--- src/rtl/csr_trap_unit_pkg.sv ---
// Shared definitions for the machine-mode CSR / trap unit: CSR addresses,
// csr_op encoding, mstatus bit positions and cause encoding.
package csr_trap_unit_pkg;

  localparam logic [11:0] CSR_MSTATUS   = 12'h300;
  localparam logic [11:0] CSR_MIE       = 12'h304;
  localparam logic [11:0] CSR_MTVEC     = 12'h305;
  localparam logic [11:0] CSR_MSCRATCH  = 12'h340;
  localparam logic [11:0] CSR_MEPC      = 12'h341;
  localparam logic [11:0] CSR_MCAUSE    = 12'h342;
  localparam logic [11:0] CSR_MTVAL     = 12'h343;
  localparam logic [11:0] CSR_MIP       = 12'h344;
  localparam logic [11:0] CSR_MCYCLE    = 12'hB00;
  localparam logic [11:0] CSR_MINSTRET  = 12'hB02;
  localparam logic [11:0] CSR_MCYCLEH   = 12'hB80;
  localparam logic [11:0] CSR_MINSTRETH = 12'hB82;

  typedef enum logic [1:0] {
    CSR_OP_NONE  = 2'b00,
    CSR_OP_WRITE = 2'b01,
    CSR_OP_SET   = 2'b10,
    CSR_OP_CLEAR = 2'b11
  } csr_op_e;

  localparam int MSTATUS_MIE  = 3;
  localparam int MSTATUS_MPIE = 7;

  localparam int CAUSE_INT_BIT = 31;
  localparam int IRQ_BASE      = 16;

  // mie/mip bit mask covering the implemented external lines
  function automatic logic [31:0] irq_mask(input int n);
    logic [31:0] m;
    m = '0;
    for (int i = 0; i < n; i++) m[IRQ_BASE + i] = 1'b1;
    return m;
  endfunction

endpackage

--- src/rtl/csr_counter64.sv ---
// 64-bit free-running counter with independent half writes; a written half
// takes priority over the increment in the same cycle.
module csr_counter64 (
  input  logic        clk,
  input  logic        rst,
  input  logic        inc_i,
  input  logic        wr_lo_i,
  input  logic        wr_hi_i,
  input  logic [31:0] wdata_i,
  output logic [63:0] cnt_o
);

  logic [63:0] cnt_q, cnt_d;

  always_comb begin
    cnt_d = cnt_q + {63'd0, inc_i};
    if (wr_lo_i) cnt_d[31:0]  = wdata_i;
    if (wr_hi_i) cnt_d[63:32] = wdata_i;
  end

  always_ff @(posedge clk) begin
    if (rst) cnt_q <= '0;
    else     cnt_q <= cnt_d;
  end

  assign cnt_o = cnt_q;

endmodule

--- src/rtl/csr_trap_unit.sv ---
// Machine-mode CSR file with interrupt/exception entry and mret handling.
// Define CSR_COUNTERS_EN to add the mcycle/minstret counters.
module csr_trap_unit
  import csr_trap_unit_pkg::*;
#(
  parameter int NUM_IRQ  = 4,
  parameter int VECTORED = 0
) (
  input  logic               clk,
  input  logic               rst,
  input  logic [1:0]         csr_op,
  input  logic [11:0]        csr_addr,
  input  logic [31:0]        csr_wdata,
  output logic [31:0]        csr_rdata,
  output logic               csr_illegal,
  input  logic [NUM_IRQ-1:0] irq,
  output logic               int_req,
  input  logic               int_taken,
  input  logic               exc_taken,
  input  logic [3:0]         exc_cause,
  input  logic [31:0]        exc_tval,
  input  logic [31:0]        pc,
  input  logic               mret,
  input  logic               retire,
  output logic [31:0]        trap_vec,
  output logic [31:0]        csr_mepc
);

  localparam logic [31:0] IRQ_MASK   = irq_mask(NUM_IRQ);
  localparam logic [31:0] MTVEC_MASK = (VECTORED != 0) ? 32'hFFFF_FFFD : 32'hFFFF_FFFC;

  logic               mstatus_mie_q, mstatus_mie_d;
  logic               mstatus_mpie_q, mstatus_mpie_d;
  logic [31:0]        mie_q, mie_d;
  logic [31:0]        mtvec_q, mtvec_d;
  logic [31:0]        mscratch_q, mscratch_d;
  logic [31:0]        mepc_q, mepc_d;
  logic [31:0]        mcause_q, mcause_d;
  logic [31:0]        mtval_q, mtval_d;
  logic [NUM_IRQ-1:0] mip_q;

  logic [31:0] mstatus_rd, mip_rd, pend, wval, tvec_base;
  logic [4:0]  irq_cause;
  logic        impl, csr_we;
  csr_op_e     op;

`ifdef CSR_COUNTERS_EN
  logic [63:0] mcycle, minstret;
`endif

  assign op = csr_op_e'(csr_op);

  always_comb begin
    mstatus_rd               = '0;
    mstatus_rd[MSTATUS_MIE]  = mstatus_mie_q;
    mstatus_rd[MSTATUS_MPIE] = mstatus_mpie_q;
    mip_rd                   = '0;
    mip_rd[IRQ_BASE +: NUM_IRQ] = mip_q;
  end

  assign pend    = mie_q & mip_rd;
  assign int_req = mstatus_mie_q & (|pend);

  // Lowest-index pending+enabled line wins the cause code
  always_comb begin
    irq_cause = 5'(IRQ_BASE);
    for (int i = NUM_IRQ - 1; i >= 0; i--)
      if (pend[IRQ_BASE + i]) irq_cause = 5'(IRQ_BASE + i);
  end

  always_comb begin
    csr_rdata = '0;
    impl      = 1'b1;
    case (csr_addr)
      CSR_MSTATUS:   csr_rdata = mstatus_rd;
      CSR_MIE:       csr_rdata = mie_q;
      CSR_MTVEC:     csr_rdata = mtvec_q;
      CSR_MSCRATCH:  csr_rdata = mscratch_q;
      CSR_MEPC:      csr_rdata = mepc_q;
      CSR_MCAUSE:    csr_rdata = mcause_q;
      CSR_MTVAL:     csr_rdata = mtval_q;
      CSR_MIP:       csr_rdata = mip_rd;
`ifdef CSR_COUNTERS_EN
      CSR_MCYCLE:    csr_rdata = mcycle[31:0];
      CSR_MCYCLEH:   csr_rdata = mcycle[63:32];
      CSR_MINSTRET:  csr_rdata = minstret[31:0];
      CSR_MINSTRETH: csr_rdata = minstret[63:32];
`endif
      default:       impl = 1'b0;
    endcase
  end

  assign csr_illegal = (op != CSR_OP_NONE) && !impl;

  always_comb begin
    case (op)
      CSR_OP_WRITE: wval = csr_wdata;
      CSR_OP_SET:   wval = csr_rdata | csr_wdata;
      CSR_OP_CLEAR: wval = csr_rdata & ~csr_wdata;
      default:      wval = csr_rdata;
    endcase
  end

  // Any trap entry or return in the same cycle squashes the CSR write
  assign csr_we = (op != CSR_OP_NONE) && impl && !(exc_taken || int_taken || mret);

  always_comb begin
    mstatus_mie_d  = mstatus_mie_q;
    mstatus_mpie_d = mstatus_mpie_q;
    mie_d          = mie_q;
    mtvec_d        = mtvec_q;
    mscratch_d     = mscratch_q;
    mepc_d         = mepc_q;
    mcause_d       = mcause_q;
    mtval_d        = mtval_q;
    if (exc_taken) begin
      mepc_d         = pc & 32'hFFFF_FFFC;
      mstatus_mpie_d = mstatus_mie_q;
      mstatus_mie_d  = 1'b0;
      mcause_d       = {28'd0, exc_cause};
      mtval_d        = exc_tval;
    end else if (int_taken) begin
      mepc_d         = pc & 32'hFFFF_FFFC;
      mstatus_mpie_d = mstatus_mie_q;
      mstatus_mie_d  = 1'b0;
      mcause_d       = {1'b1, 26'd0, irq_cause};
      mtval_d        = '0;
    end else if (mret) begin
      mstatus_mie_d  = mstatus_mpie_q;
      mstatus_mpie_d = 1'b1;
    end else if (csr_we) begin
      case (csr_addr)
        CSR_MSTATUS: begin
          mstatus_mie_d  = wval[MSTATUS_MIE];
          mstatus_mpie_d = wval[MSTATUS_MPIE];
        end
        CSR_MIE:      mie_d      = wval & IRQ_MASK;
        CSR_MTVEC:    mtvec_d    = wval & MTVEC_MASK;
        CSR_MSCRATCH: mscratch_d = wval;
        CSR_MEPC:     mepc_d     = wval & 32'hFFFF_FFFC;
        CSR_MCAUSE:   mcause_d   = wval;
        CSR_MTVAL:    mtval_d    = wval;
        default: ;
      endcase
    end
  end

  always_ff @(posedge clk) begin
    if (rst) begin
      mstatus_mie_q  <= 1'b0;
      mstatus_mpie_q <= 1'b0;
      mie_q          <= '0;
      mtvec_q        <= '0;
      mscratch_q     <= '0;
      mepc_q         <= '0;
      mcause_q       <= '0;
      mtval_q        <= '0;
      mip_q          <= '0;
    end else begin
      mstatus_mie_q  <= mstatus_mie_d;
      mstatus_mpie_q <= mstatus_mpie_d;
      mie_q          <= mie_d;
      mtvec_q        <= mtvec_d;
      mscratch_q     <= mscratch_d;
      mepc_q         <= mepc_d;
      mcause_q       <= mcause_d;
      mtval_q        <= mtval_d;
      mip_q          <= irq;
    end
  end

  assign tvec_base = {mtvec_q[31:2], 2'b00};

  always_comb begin
    trap_vec = tvec_base;
    if (VECTORED != 0 && mtvec_q[1:0] == 2'b01 && mcause_q[CAUSE_INT_BIT])
      trap_vec = tvec_base + {25'd0, mcause_q[4:0], 2'b00};
  end

  assign csr_mepc = mepc_q;

`ifdef CSR_COUNTERS_EN
  csr_counter64 u_mcycle (
    .clk     (clk),
    .rst     (rst),
    .inc_i   (1'b1),
    .wr_lo_i (csr_we && csr_addr == CSR_MCYCLE),
    .wr_hi_i (csr_we && csr_addr == CSR_MCYCLEH),
    .wdata_i (wval),
    .cnt_o   (mcycle)
  );

  csr_counter64 u_minstret (
    .clk     (clk),
    .rst     (rst),
    .inc_i   (retire),
    .wr_lo_i (csr_we && csr_addr == CSR_MINSTRET),
    .wr_hi_i (csr_we && csr_addr == CSR_MINSTRETH),
    .wdata_i (wval),
    .cnt_o   (minstret)
  );
`else
  logic unused_retire;
  assign unused_retire = retire;
`endif

endmodule

--- config.mk ---
export PLATFORM = sky130hd
export DESIGN_NAME = csr_trap_unit
export DESIGN_NICKNAME = d
export VERILOG_FILES = /design/src/rtl/csr_trap_unit_pkg.sv /design/src/rtl/csr_counter64.sv /design/src/rtl/csr_trap_unit.sv
export SDC_FILE = /design/constraint.sdc
export NUM_CORES = 1
export LEC_CHECK = 0
export ABC_CLOCK_PERIOD_IN_PS = 2400
export CORE_MARGIN = 5
export CORE_UTILIZATION = 45
export CTS_CLUSTER_DIAMETER = 40
export DETAILED_ROUTE_END_ITERATION = 8
export HOLD_SLACK_MARGIN = 0.03
export PLACE_DENSITY_LB_ADDON = 0.12
export SYNTH_ARGS = -nofsm -noshare
export SYNTH_HDL_FRONTEND = slang
export SYNTH_HIERARCHICAL = 1
export SYNTH_SLANG_ARGS = --single-unit
--- constraint.sdc ---
create_clock -name clk -period 2.4 [get_ports clk]
set_clock_uncertainty 0.1 [all_clocks]
set_input_delay 0.24 -clock clk [delete_from_list [all_inputs] [get_ports clk]]
set_output_delay 0.24 -clock clk [all_outputs]
set_load 0.02 [all_outputs]
==> summary.txt, run 1 <==
Hold path
  • Worst Hold Path EP: mip_q[1]
  • Hold depth: 2
  • Worst Hold Class: primary input to register
  • Min-delay src: rst

STA
  • Relative slew slack: roughly three fifths
  • Final period utilization: 98.2%
  • Hold Slack: approximately 200 ps
  • Achievable Freq: around 0.42 GHz
  • Hold Vio Cnt, Final: 0
  • Setup slack after layout: ~44 ps
  • Setup Viol. Count Final: 0
  • Fin crit period: ~2400 ps
  • Slew @ Worst Pin: approximately 580 ps
  • Final Slew Violations: 0

Clock network
  • Clk buf depth: 2
  • Skew-Pair Late Insertion Delay: about 430 ps
  • Post-cts hold buffer count: 0
  • CTS tree: done
  • TritonCTS Buffers: 17
  • H-tree levels: 4
  • Clk slew on worst S/H paths: 60 ps
  • Clk sink count: roughly 170
  • CTS root buf: clkbuf_16

Global routing
  • Grt total ovfl: 0
  • Antenna violations before repair: 1
  • Largest net degree at the start of global routing: between 60 and 70
  • Total GRT Usage: between 30% and 40%
  • First-pass GRT wire length: 57,300 um
  • Vias in the first global route: between 10,000 and 15,000

Synth
  • Synthesis Warnings: 6
  • Seq/Total Area, Yosys: 36.6%
  • Main synth FF type: dfxtp_1
  • Async SR Flop Fraction: 0%
  • Mapped Area: slightly above 9000 sq um
  • Mapped Cells: between 1,000 and 1,500
  • Yosys reg bits: 166
  • Post-synth EDFFs: 0
  • Syn avg cell area: around 8 sq um
  • Count of different cell masters after synthesis: between 60 and 70

Job
  • MaxCap Viol Count: 0

Power
  • Clock Power Share: approximately two fifths
  • Peak supply drop: ~0.41 mV
  • Post-layout total power: between 6 and 7 mW
  • Reg power frac: between 40% and 50%
  • Power density cells: just over 500 nW/um^2
  • Leak: between 5 and 6 nW
  • Comb power frac: between 15 and 20%
  • Sw Pwr: 1.83 mW
  • P_int: between 4 and 5 mW
  • Switching portion of total power: 27.2%

Die
  • Core area: 20,000 sq um
  • Std cell rows: 52
  • Top Ports: 222
  • Initial Util: 45.3%
  • Chip width: roughly 150 um
  • Die height: 152 um
  • Die ar.: about 23,000 sq um

Critical path
  • Worst Path Arrival: a little over 2000 ps
  • Startpoint Class: primary input
  • Crit path kind: primary input to output pin
  • Worst Path Required: approximately 2000 ps
  • R2r worst-path depth: 8
  • CP endpoint kind: output pin
  • Crit path max fanout: 7
  • R2R Setup Slk: ~120 ps
  • RR Startpoint: csr_mepc[3]
  • R2r endpoint: mstatus_mie_q

Layout
  • Share of layout cells above drive strength 1: 23.2%
  • Final Non-Filler Cells: around 1,700
  • NumNets Final: roughly 1,600
  • Post-route cell area: between 10,000 and 15,000 sq um
  • Diode count: 0
  • Area Overhead vs Synth: 46.9%

Status
  • Status: complete, no violations

Detailed routing
  • Wire length per cell: 21.2 um
  • Total iterations of the first detailed-routing run: 6
  • Drt total wl: around 37,000 um
  • Vias per cell: just under 6
  • Total number of vias: approximately 10,000
  • Routed Antenna Nets: 0
  • DR iter-0 viols: about 900
  • Drc violations: 0

Place
  • Number of placed instances, taps included: ~1,700
  • Detailed placement HPWL: between 20,000 and 30,000 um
  • Place WS: -562 ps
  • PortBufs: approximately 210
  • Post-DP Area: about 13,000 sq um
  • Routability cong.: between 1 and 1.5
## cells in the mapped netlist (6+ instances only)
cell,instances,area [sq um]
a22oi_1,7,52.6
and4_1,9,78.8
and2_1,14,87.6
dfxtp_1,166,3320
and3_1,16,100
nor4b_1,11,96.3
o21ai_0,86,430
o22ai_1,14,87.6
nand4_1,7,43.8
a21oi_1,89,445
or2_2,8,50.1
nand3_1,19,95.1
nand2_1,177,664
a32oi_2,7,114
mux4_2,13,293
clkbuf_1,64,240
nor2_1,74,278
a31oi_1,13,81.3
a32oi_1,9,78.8
a211oi_1,81,608
mux2_2,15,169
nor2b_1,11,68.8
nor4_1,6,37.5
nand2b_1,17,106
inv_1,18,67.6
buf_4,10,75.1
a22o_1,20,175
nor3_1,10,50.1
buf_2,24,120
o31ai_1,10,75.1
mux2i_1,6,60.1
xnor2_1,15,131
## worst max-delay path by stage
stage               slack [ps]         start        endpoint  cells past startpoint
floorplan                   70   csr_addr[1]    csr_mepc[16]                      9
global placement          -530  csr_addr[11]   csr_rdata[11]                      7
detailed placement        -560   csr_addr[3]   csr_rdata[24]                      8
CTS                          2   csr_addr[3]   csr_rdata[24]                      7
global route                -3   csr_addr[3]  mscratch_q[27]                     10
finish                      40   csr_addr[3]   csr_rdata[29]                      8
## critical path, cell delays in order
cell and delay [ps]:
dlygate4sd2_1 260, or4_4 580, nor3_4 300, buf_12 180
a222oi_1 90, buf_4 160, inv_1 50, buf_2 150
## layer usage
layer | vias up | GRT usage, % | share of wire (%)
li1 | 4777 | - | -
met1 | 4913 | 39.4 | 42
met2 | 513 | 51.2 | 48
met3 | 80 | 6.83 | 8.4
met4 | 2 | 9.80 | 2.6
met5 | - | 0 | 0.030
## cells by family after synthesis
kind of cell | count (synthesis) | share of synthesized area, %
simple gates | 400 | 21.6
compound gates | 386 | 28.6
flops | 166 | 36.6
buf+inv | 122 | 5.95
mux | 34 | 5.75
xor+xnor | 15 | 1.45
other cells | 1 | 0.0413
## power by group through the flow
| stage | clock [mW] | combinational (mW) | sequential (mW) |
|---|---|---|---|
| after global routing | 2.86 | 1.19 | 2.89 |
| after floorplan | 0 | 0.483 | 2.97 |
| after CTS | 2.75 | 1.11 | 2.88 |
| after detailed placement | 0 | 1.09 | 2.94 |
| final | 2.73 | 1.12 | 2.88 |
| after global placement | 0 | 1.09 | 2.94 |
## flip-flops by register name, summed over array words and instances (netlist names)
| name | flops |
|---|---|
| mcause_q | 32 |
| mscratch_q | 32 |
| mtval_q | 32 |
| csr_mepc | 30 |
| mtvec_q | 30 |
| mie_q | 4 |
| mip_q | 4 |
| mstatus_mie_q | 1 |
| mstatus_mpie_q | 1 |
## placed cells by master, fill, tap and decap left out, types with 10 or more instances in the layout
cell type        Yosys  routed
a22o_1              20      20
o21ai_0             86      86
inv_1               18      17
nand2b_1            17      17
and2_1              14      13
mux2_2              15      15
a31oi_1             13      13
o31ai_1             10      10
dfxtp_1            166     166
o22ai_1             14      14
clkbuf_16            0      17
mux4_2              13      13
a21oi_1             89      89
nand3_1             19      19
xnor2_1             15      15
buf_12               0      18
buf_2               24      20
dlygate4sd2_1        0      12
nor2_1              74      70
a211oi_1            81      80
nor2b_1             11      10
nand2_1            177     177
and3_1              16      14
buf_4               10     171
clkdlybuf4s50_1      0     165
## cell type report
class | instances | area, sq um
well taps | 270 | 338
multi-input cells | 839 | 5370
fillers | 1731 | 6700
flip-flops and latches | 166 | 3320
clock buffers | 20 | 467
inverters | 18 | 67.6
repair buffers | 404 | 3660
clock inverters | 12 | 116
## through the flow
stage | utilization (%) | TNS, ps
2_1_floorplan | - | 0
5_1_grt | 66.6 | -3.30
4_1_cts | 66.9 | 0
6_report | 66.6 | 0
3_5_place_dp | 63.3 | -68180
3_3_place_gp | 63.3 | -62110
## timing repair
item / in CTS / in global routing
pin swaps: 5 / 7
endpoints found under the setup margin: 58 / 51
gates resized for setup: 111 / 37
cloned: 1 / 0
setup buffers: 7 / 2
(Power assumes the default switching activity.)
==> inputs of run 2 (changes only) <==
--- a/config.mk
+++ b/config.mk
@@ -8,6 +8,7 @@
 export ABC_CLOCK_PERIOD_IN_PS = 2400
 export CORE_MARGIN = 5
 export CORE_UTILIZATION = 45
+export CTS_BUF_LIST = sky130_fd_sc_hd__clkbuf_4
 export CTS_CLUSTER_DIAMETER = 40
 export DETAILED_ROUTE_END_ITERATION = 8
 export HOLD_SLACK_MARGIN = 0.03
==> run 2 against run 1 <==
The flow now finishes with violations (negative setup slack). Clock power is 42% lower. Flip-flop and latch count stayed put. First-iteration DRC count is 3.2% lower. Hold slack worse by 100 ps. Fmax is 2.6% lower. Cell count is 1.0% higher. Largest power group unchanged. Via count is 0.47% higher. Power is 17% lower. Register-to-register slack hardly changed. Sequential power hardly changed. Critical path depth is 3 lower. Die area stayed put.
==> summary.txt, run 2 (synthesis results as in run 1) <==
Place
  • Routability cong.: 1.00 (unchanged)
  • Detailed placement HPWL: 26,000 um (unchanged)
  • PortBufs: 214 (unchanged)
  • Number of placed instances, taps included: 1,688 (unchanged)

Layout
  • Area Overhead vs Synth: 46.0%
  • Largest regs: mcause_q (32), mscratch_q (32), mtval_q (32)
  • Commonest non-fill, non-tap cell in the layout: buf_4
  • Register area: 3340 sq um (+0.64%)
  • Layout Utilization: 66.2% (-0.41 points)
  • Area taken by multi-input logic gates: 5400 sq um (+0.56%)
  • NumNets Final: 1,586 (+1.0%)
  • Filler Cell Count: 1,759 (+1.6%)
  • Final Non-Filler Cells: 1,747 (+1.0%)
  • Share of layout cells above drive strength 1: 25.3% (+2.1 points)
  • Most frequent cells in the layout: buf_4, nand2_1, clkdlybuf4s50_1

Global routing
  • Grt total ovfl: 0 (unchanged)
  • Vias in the first global route: 10,300 (-0.049%)
  • Antenna violations before repair: 3 (+2)
  • First-pass GRT wire length: 57,000 um (-0.51%)
  • Largest net degree at the start of global routing: 62 (unchanged)
  • Total GRT Usage: 30.4% (-0.22 points)

STA
  • Achievable Freq: 0.413 GHz (-2.6%)
  • RSZ-0062 raised after global routing: yes
  • Setup slack after layout: -19.7 ps (-63.5 ps)
  • Final Slew Violations: 0 (unchanged)
  • Final TNS setup: -19.7 ps (-19.7 ps)
  • Fin crit period: 2420 ps (+63.5 ps)
  • Relative slew slack: 60.5% (-0.29 points)
  • Final period utilization: 101% (+2.6 points)
  • Hold Vio Cnt, Final: 0 (unchanged)
  • Slew @ Worst Pin: 587 ps (+4.30 ps)
  • Setup Viol. Count Final: 1 (+1)

Power
  • Peak supply drop: 0.248 mV (-39%)
  • Power density cells: 423 nW/um^2 (-16%)
  • Leak: 5.24 nW (-1.8%)
  • Post-layout total power: 5.62 mW (-17%)

Critical path
  • Worst Path Arrival: 2080 ps (+60 ps)
  • CP endpoint kind: output pin
  • Crit path kind: register to output pin
  • Startpoint Class: register
  • Worst Path Required: 2060 ps (about the same)
  • Crit path max fanout: 2 (-5)

Hold path
  • Worst Hold Class: primary input to register

Detailed routing
  • DR iter-0 viols: 873 (-3.2%)
  • Total number of vias: 10,300 (+0.47%)
  • Drc violations: 0 (unchanged)
  • Vias per cell: 5.91 (-0.57%)
  • Routed Antenna Nets: 0 (unchanged)
  • Total iterations of the first detailed-routing run: 5 (-1)
  • Wire length per cell: 20.9 um (-1.2%)
  • Drt total wl: 36,600 um (-0.14%)

Die
  • Die ar.: 23,100 sq um (unchanged)
  • Std cell rows: 52 (unchanged)
  • Die height: 152 um (unchanged)
  • Top Ports: 222 (unchanged)
  • Core area: 20,000 sq um (unchanged)
  • Chip width: 152 um (unchanged)
  • Initial Util: 45.3% (unchanged)

Clock network
  • H-tree levels: 4 (unchanged)
  • Skew-Pair Late Insertion Delay: 590 ps (+160 ps)
  • CTS root buf: clkbuf_4
  • Clk sink count: 166 (unchanged)
  • Clk slew on worst S/H paths: 160 ps (+100 ps)
  • CTS tree: done
  • TritonCTS Buffers: 17 (unchanged)
  • Clk buf depth: 2 (unchanged)

Status
  • Status: finished with violations
  • Violated checks: negative setup slack

Job
  • MaxCap Viol Count: 0 (unchanged)
-- run 2: cell types whose count changed in the layout (fill, tap and decap cells not counted), sizes merged --
cell / before / now
diode: 0 / 2
clkdlybuf4s15: 2 / 7
dlymetal6s2s: 3 / 2
clkdlybuf4s50: 165 / 167
clkbuf: 27 / 17
buf: 215 / 235
dlygate4sd2: 12 / 8
dlygate4sd3: 0 / 1
clkinv: 6 / 9
-- run 2: timing repair --
action / CTS / global route
pin swaps: 13 / 9
endpoints found under the hold margin: 5 / 0
setup buffers: 15 / 8
gates cloned: 1 / 0
resized for setup: 163 / 30
hold buffers: 1 / 0
endpoints found under the setup margin: 33 / 31
-- run 2: area by class of cell --
class	instances	share of cell area, %
multi-input combinational	839	40.7
timing repair buffer	420	29.1
sequential	166	25.2
tap	270	2.55
clock buffer	17	0.962
clock inverter	15	0.962
inverter	18	0.509
antenna	2	0.0377
-- run 2: power breakdown --
part / leakage [nW] / internal [mW] / switching, mW
Sequential: 1.36 / 2.84 / 0.0508
Clock: 0.141 / 0.519 / 1.07
Combinational: 3.74 / 0.553 / 0.586
-- run 2: through the flow --
step           hold slack (ps)  worst slack, ps  area, sq um
3_5_place_dp               337             -562        12700
5_1_grt                   85.9            -97.3        13300
6_report                  95.5            -19.7        13300
2_1_floorplan              268             67.5         9090
4_1_cts                   67.2            -34.6        13200
3_3_place_gp               329             -532        12700
-- run 2: worst paths after layout --
kind                startpoint             to  slack [ps]  cells past startpoint
hold / removal       exc_taken    mtval_q[10]         100                      4
setup reg to reg   csr_mepc[3]  mstatus_mie_q         120                     10
setup / recovery   csr_mepc[3]   csr_rdata[3]         -20                      5
hold reg to reg   mcause_q[22]   mcause_q[22]         350                      2
-- run 2: metal layers --
metal / up-vias / part of all wire [%] / routed length [um] / global-route usage (%)
li1: 4800 / - / - / -
met1: 4916 / 41 / 15200 / 39.6
met2: 520 / 47 / 17300 / 50.4
met3: 95 / 8.2 / 3010 / 6.31
met4: 2 / 3.1 / 1130 / 9.97
met5: - / 0.030 / 11 / 0
-- run 2: critical path, cell delays in order, from the launching register on --
cell	delay, ps
dfxtp_2	350
mux4_2	450
and4_1	190
a221oi_2	230
inv_1	130
buf_6	150
==> inputs of run 3 (changes only) <==
--- a/config.mk
+++ b/config.mk
@@ -5,7 +5,6 @@
 export SDC_FILE = /design/constraint.sdc
 export NUM_CORES = 1
 export LEC_CHECK = 0
-export ABC_CLOCK_PERIOD_IN_PS = 2400
 export CORE_MARGIN = 5
 export CORE_UTILIZATION = 45
 export CTS_BUF_LIST = sky130_fd_sc_hd__clkbuf_4
==> constraint.sdc (replaced) <==
create_clock -name clk -period 3.04 [get_ports clk]
set_clock_uncertainty 0.1 [all_clocks]
set_input_delay 0.304 -clock clk [delete_from_list [all_inputs] [get_ports clk]]
set_output_delay 0.304 -clock clk [all_outputs]
set_load 0.02 [all_outputs]
==> run 3 against run 2 <==
The run now ends clean. Core utilization shrank 4.2 points. Routed wire length is 3.3% lower. Sequential power shrank 21%. Via count fell by 4.4%. Hold slack worse by 4.0 ps. Critical path depth is 1 higher. First-iteration DRC count shrank 8.0%. Clock-buffer cell count unchanged.
==> summary.txt, run 3 (synthesis results as in run 1) <==
Status
  • Status: complete, no violations

Die
  • Chip width: 152 um (unchanged)
  • Die ar.: 23,100 sq um (unchanged)
  • Die height: 152 um (unchanged)
  • Std cell rows: 52 (unchanged)
  • Initial Util: 45.3% (unchanged)
  • Core area: 20,000 sq um (unchanged)
  • Top Ports: 222 (unchanged)

Critical path
  • CP max stage delay: 610 ps (+160 ps)
  • R2r endpoint: mstatus_mie_q
  • Worst Setup SP: csr_addr[3]
  • R2r worst-path depth: 8 (-2)
  • R2R Setup Slk: 580 ps (+460 ps)
  • Crit path kind: primary input to output pin
  • Worst Path Arrival: 2610 ps (+530 ps)
  • Crit path max fanout: 10 (+8)
  • Worst-path cell chain: clkdlybuf4s50_1, or4_4, buf_4, nor4_1, or2_2, clkdlybuf4s50_1
  • Most Frequent Cell on Critical Path: clkdlybuf4s50_1
  • CP endpoint kind: output pin
  • CP Capture Point: csr_rdata[21]
  • RR Startpoint: csr_mepc[3]
  • Startpoint Class: primary input
  • Worst Path Required: 2640 ps (+580 ps)
  • Slowest CP cell: or4_4

Power
  • Leak: 5.00 nW (-4.6%)
  • Power density cells: 369 nW/um^2 (-13%)
  • Peak supply drop: 0.200 mV (-20%)

Place
  • Routability cong.: 0.949 (-5.4%)
  • Detailed placement HPWL: 24,700 um (-5.1%)
  • PortBufs: 214 (unchanged)

STA
  • Hold Slack: 91.4 ps (-4.05 ps)
  • Final period utilization: roughly 99%
  • Relative slew slack: 21.3% (-39 points)
  • Slew @ Worst Pin: 1170 ps (+588 ps)
  • Fin crit period: roughly 3000 ps
  • Achievable Freq: ~0.33 GHz
  • RSZ-0062 raised after global routing: yes
  • Setup Viol. Count Final: 0 (-1)
  • Hold Vio Cnt, Final: 0 (unchanged)
  • Final Slew Violations: 0 (unchanged)

Hold path
  • Min-delay src: rst
  • Worst Hold Class: primary input to register

Global routing
  • First-pass GRT wire length: 55,100 um (-3.5%)
  • Vias in the first global route: 9,624 (-6.2%)
  • Grt total ovfl: 0 (unchanged)
  • Largest net degree at the start of global routing: 62 (unchanged)
  • Antenna violations before repair: 1 (-2)
  • Total GRT Usage: 29.6% (-0.77 points)

Detailed routing
  • Drt total wl: 35,400 um (-3.3%)
  • Vias per cell: 6.01 (+1.6%)
  • Total number of vias: 9,877 (-4.4%)
  • DR iter-0 viols: 803 (-8.0%)
  • Wire length per cell: 21.5 um (+2.7%)
  • Total iterations of the first detailed-routing run: 6 (+1)
  • Routed Antenna Nets: 0 (unchanged)
  • Drc violations: 0 (unchanged)

Clock network
  • Skew-Pair Late Insertion Delay: 580 ps (about the same)
  • Clk sink count: 166 (unchanged)
  • Clk slew on worst S/H paths: 150 ps (about the same)
  • Clk buf depth: 2 (unchanged)
  • H-tree levels: 4 (unchanged)
  • TritonCTS Buffers: 17 (unchanged)
  • CTS root buf: clkbuf_4
  • CTS tree: done

Layout
  • Commonest non-fill, non-tap cell in the layout: clkdlybuf4s50_1
  • NumNets Final: 1,484 (-6.4%)
  • Area Overhead vs Synth: 36.7%
  • Layout Utilization: 62.0% (-4.2 points)
  • Largest regs: mcause_q (32), mscratch_q (32), mtval_q (32)
  • Most frequent cells in the layout: clkdlybuf4s50_1, nand2_1, dfxtp_1
  • Share of layout cells above drive strength 1: 15.6% (-9.7 points)
  • Filler Cell Count: 1,847 (+5.0%)

Job
  • MaxCap Viol Count: 0 (unchanged)
-- run 3: final cells by class --
class | count | area, sq um | area share [%]
clock inverter | 15 | 191 | 1.54
multi-input combinational | 839 | 5310 | 42.8
sequential | 166 | 3320 | 26.8
timing repair buffer | 318 | 3060 | 24.6
tap | 270 | 338 | 2.72
inverter | 18 | 67.6 | 0.544
clock buffer | 17 | 128 | 1.03
antenna | 1 | 2.50 | 0.0202
-- run 3: through the flow --
stage	TNS [ps]	std cells	total power [mW]	area, sq um	setup WS, ps
after detailed placement	-791	1610	3.14	12000	-63.7
after floorplan	0	1127	2.72	9090	644
after CTS	0	1642	4.58	12300	1.13
after global placement	-298	1610	3.13	12000	-58.9
after global routing	-235	1644	4.76	12400	-63.3
final	0	1644	4.59	12400	22.6
-- run 3: timing repair --
| action | CTS | global route |
|---|---|---|
| endpoints found under the setup margin | 25 | 28 |
| hold buffers | 0 | 0 |
| setup buffers | 0 | 1 |
| pin swaps | 0 | 1 |
| gates resized for setup | 2 | 26 |
-- run 3: how the worst min path moves through the flow --
stage | depth (start not counted) | slack, ps | to
after floorplan | 2 | 320 | mcause_q[20]
after global placement | 2 | 330 | mcause_q[21]
after detailed placement | 2 | 340 | mcause_q[23]
after CTS | 2 | 50 | csr_mepc[29]
after global routing | 2 | 70 | csr_mepc[29]
final | 2 | 90 | csr_mepc[29]
-- run 3: layer usage --
layer | GRT usage (%) | share of wire [%] | vias up
li1 | - | - | 4607
met1 | 40.0 | 43 | 4732
met2 | 47.7 | 46 | 461
met3 | 5.57 | 7.8 | 77
met4 | 10.2 | 2.8 | 0
met5 | 0 | 0 | -
-- run 3: worst max-delay path: cells and delay by family --
family / cells / cell delay [ps]
AND/OR/NAND/NOR: 3 / 1040
buffers and inverters: 3 / 1250
-- run 3: report_power, final --
| group | switching [mW] | total (mW) | internal [mW] |
|---|---|---|---|
| clock | 0.886 | 1.48 | 0.592 |
| combinational | 0.444 | 0.831 | 0.387 |
| sequential | 0.0400 | 2.28 | 2.24 |
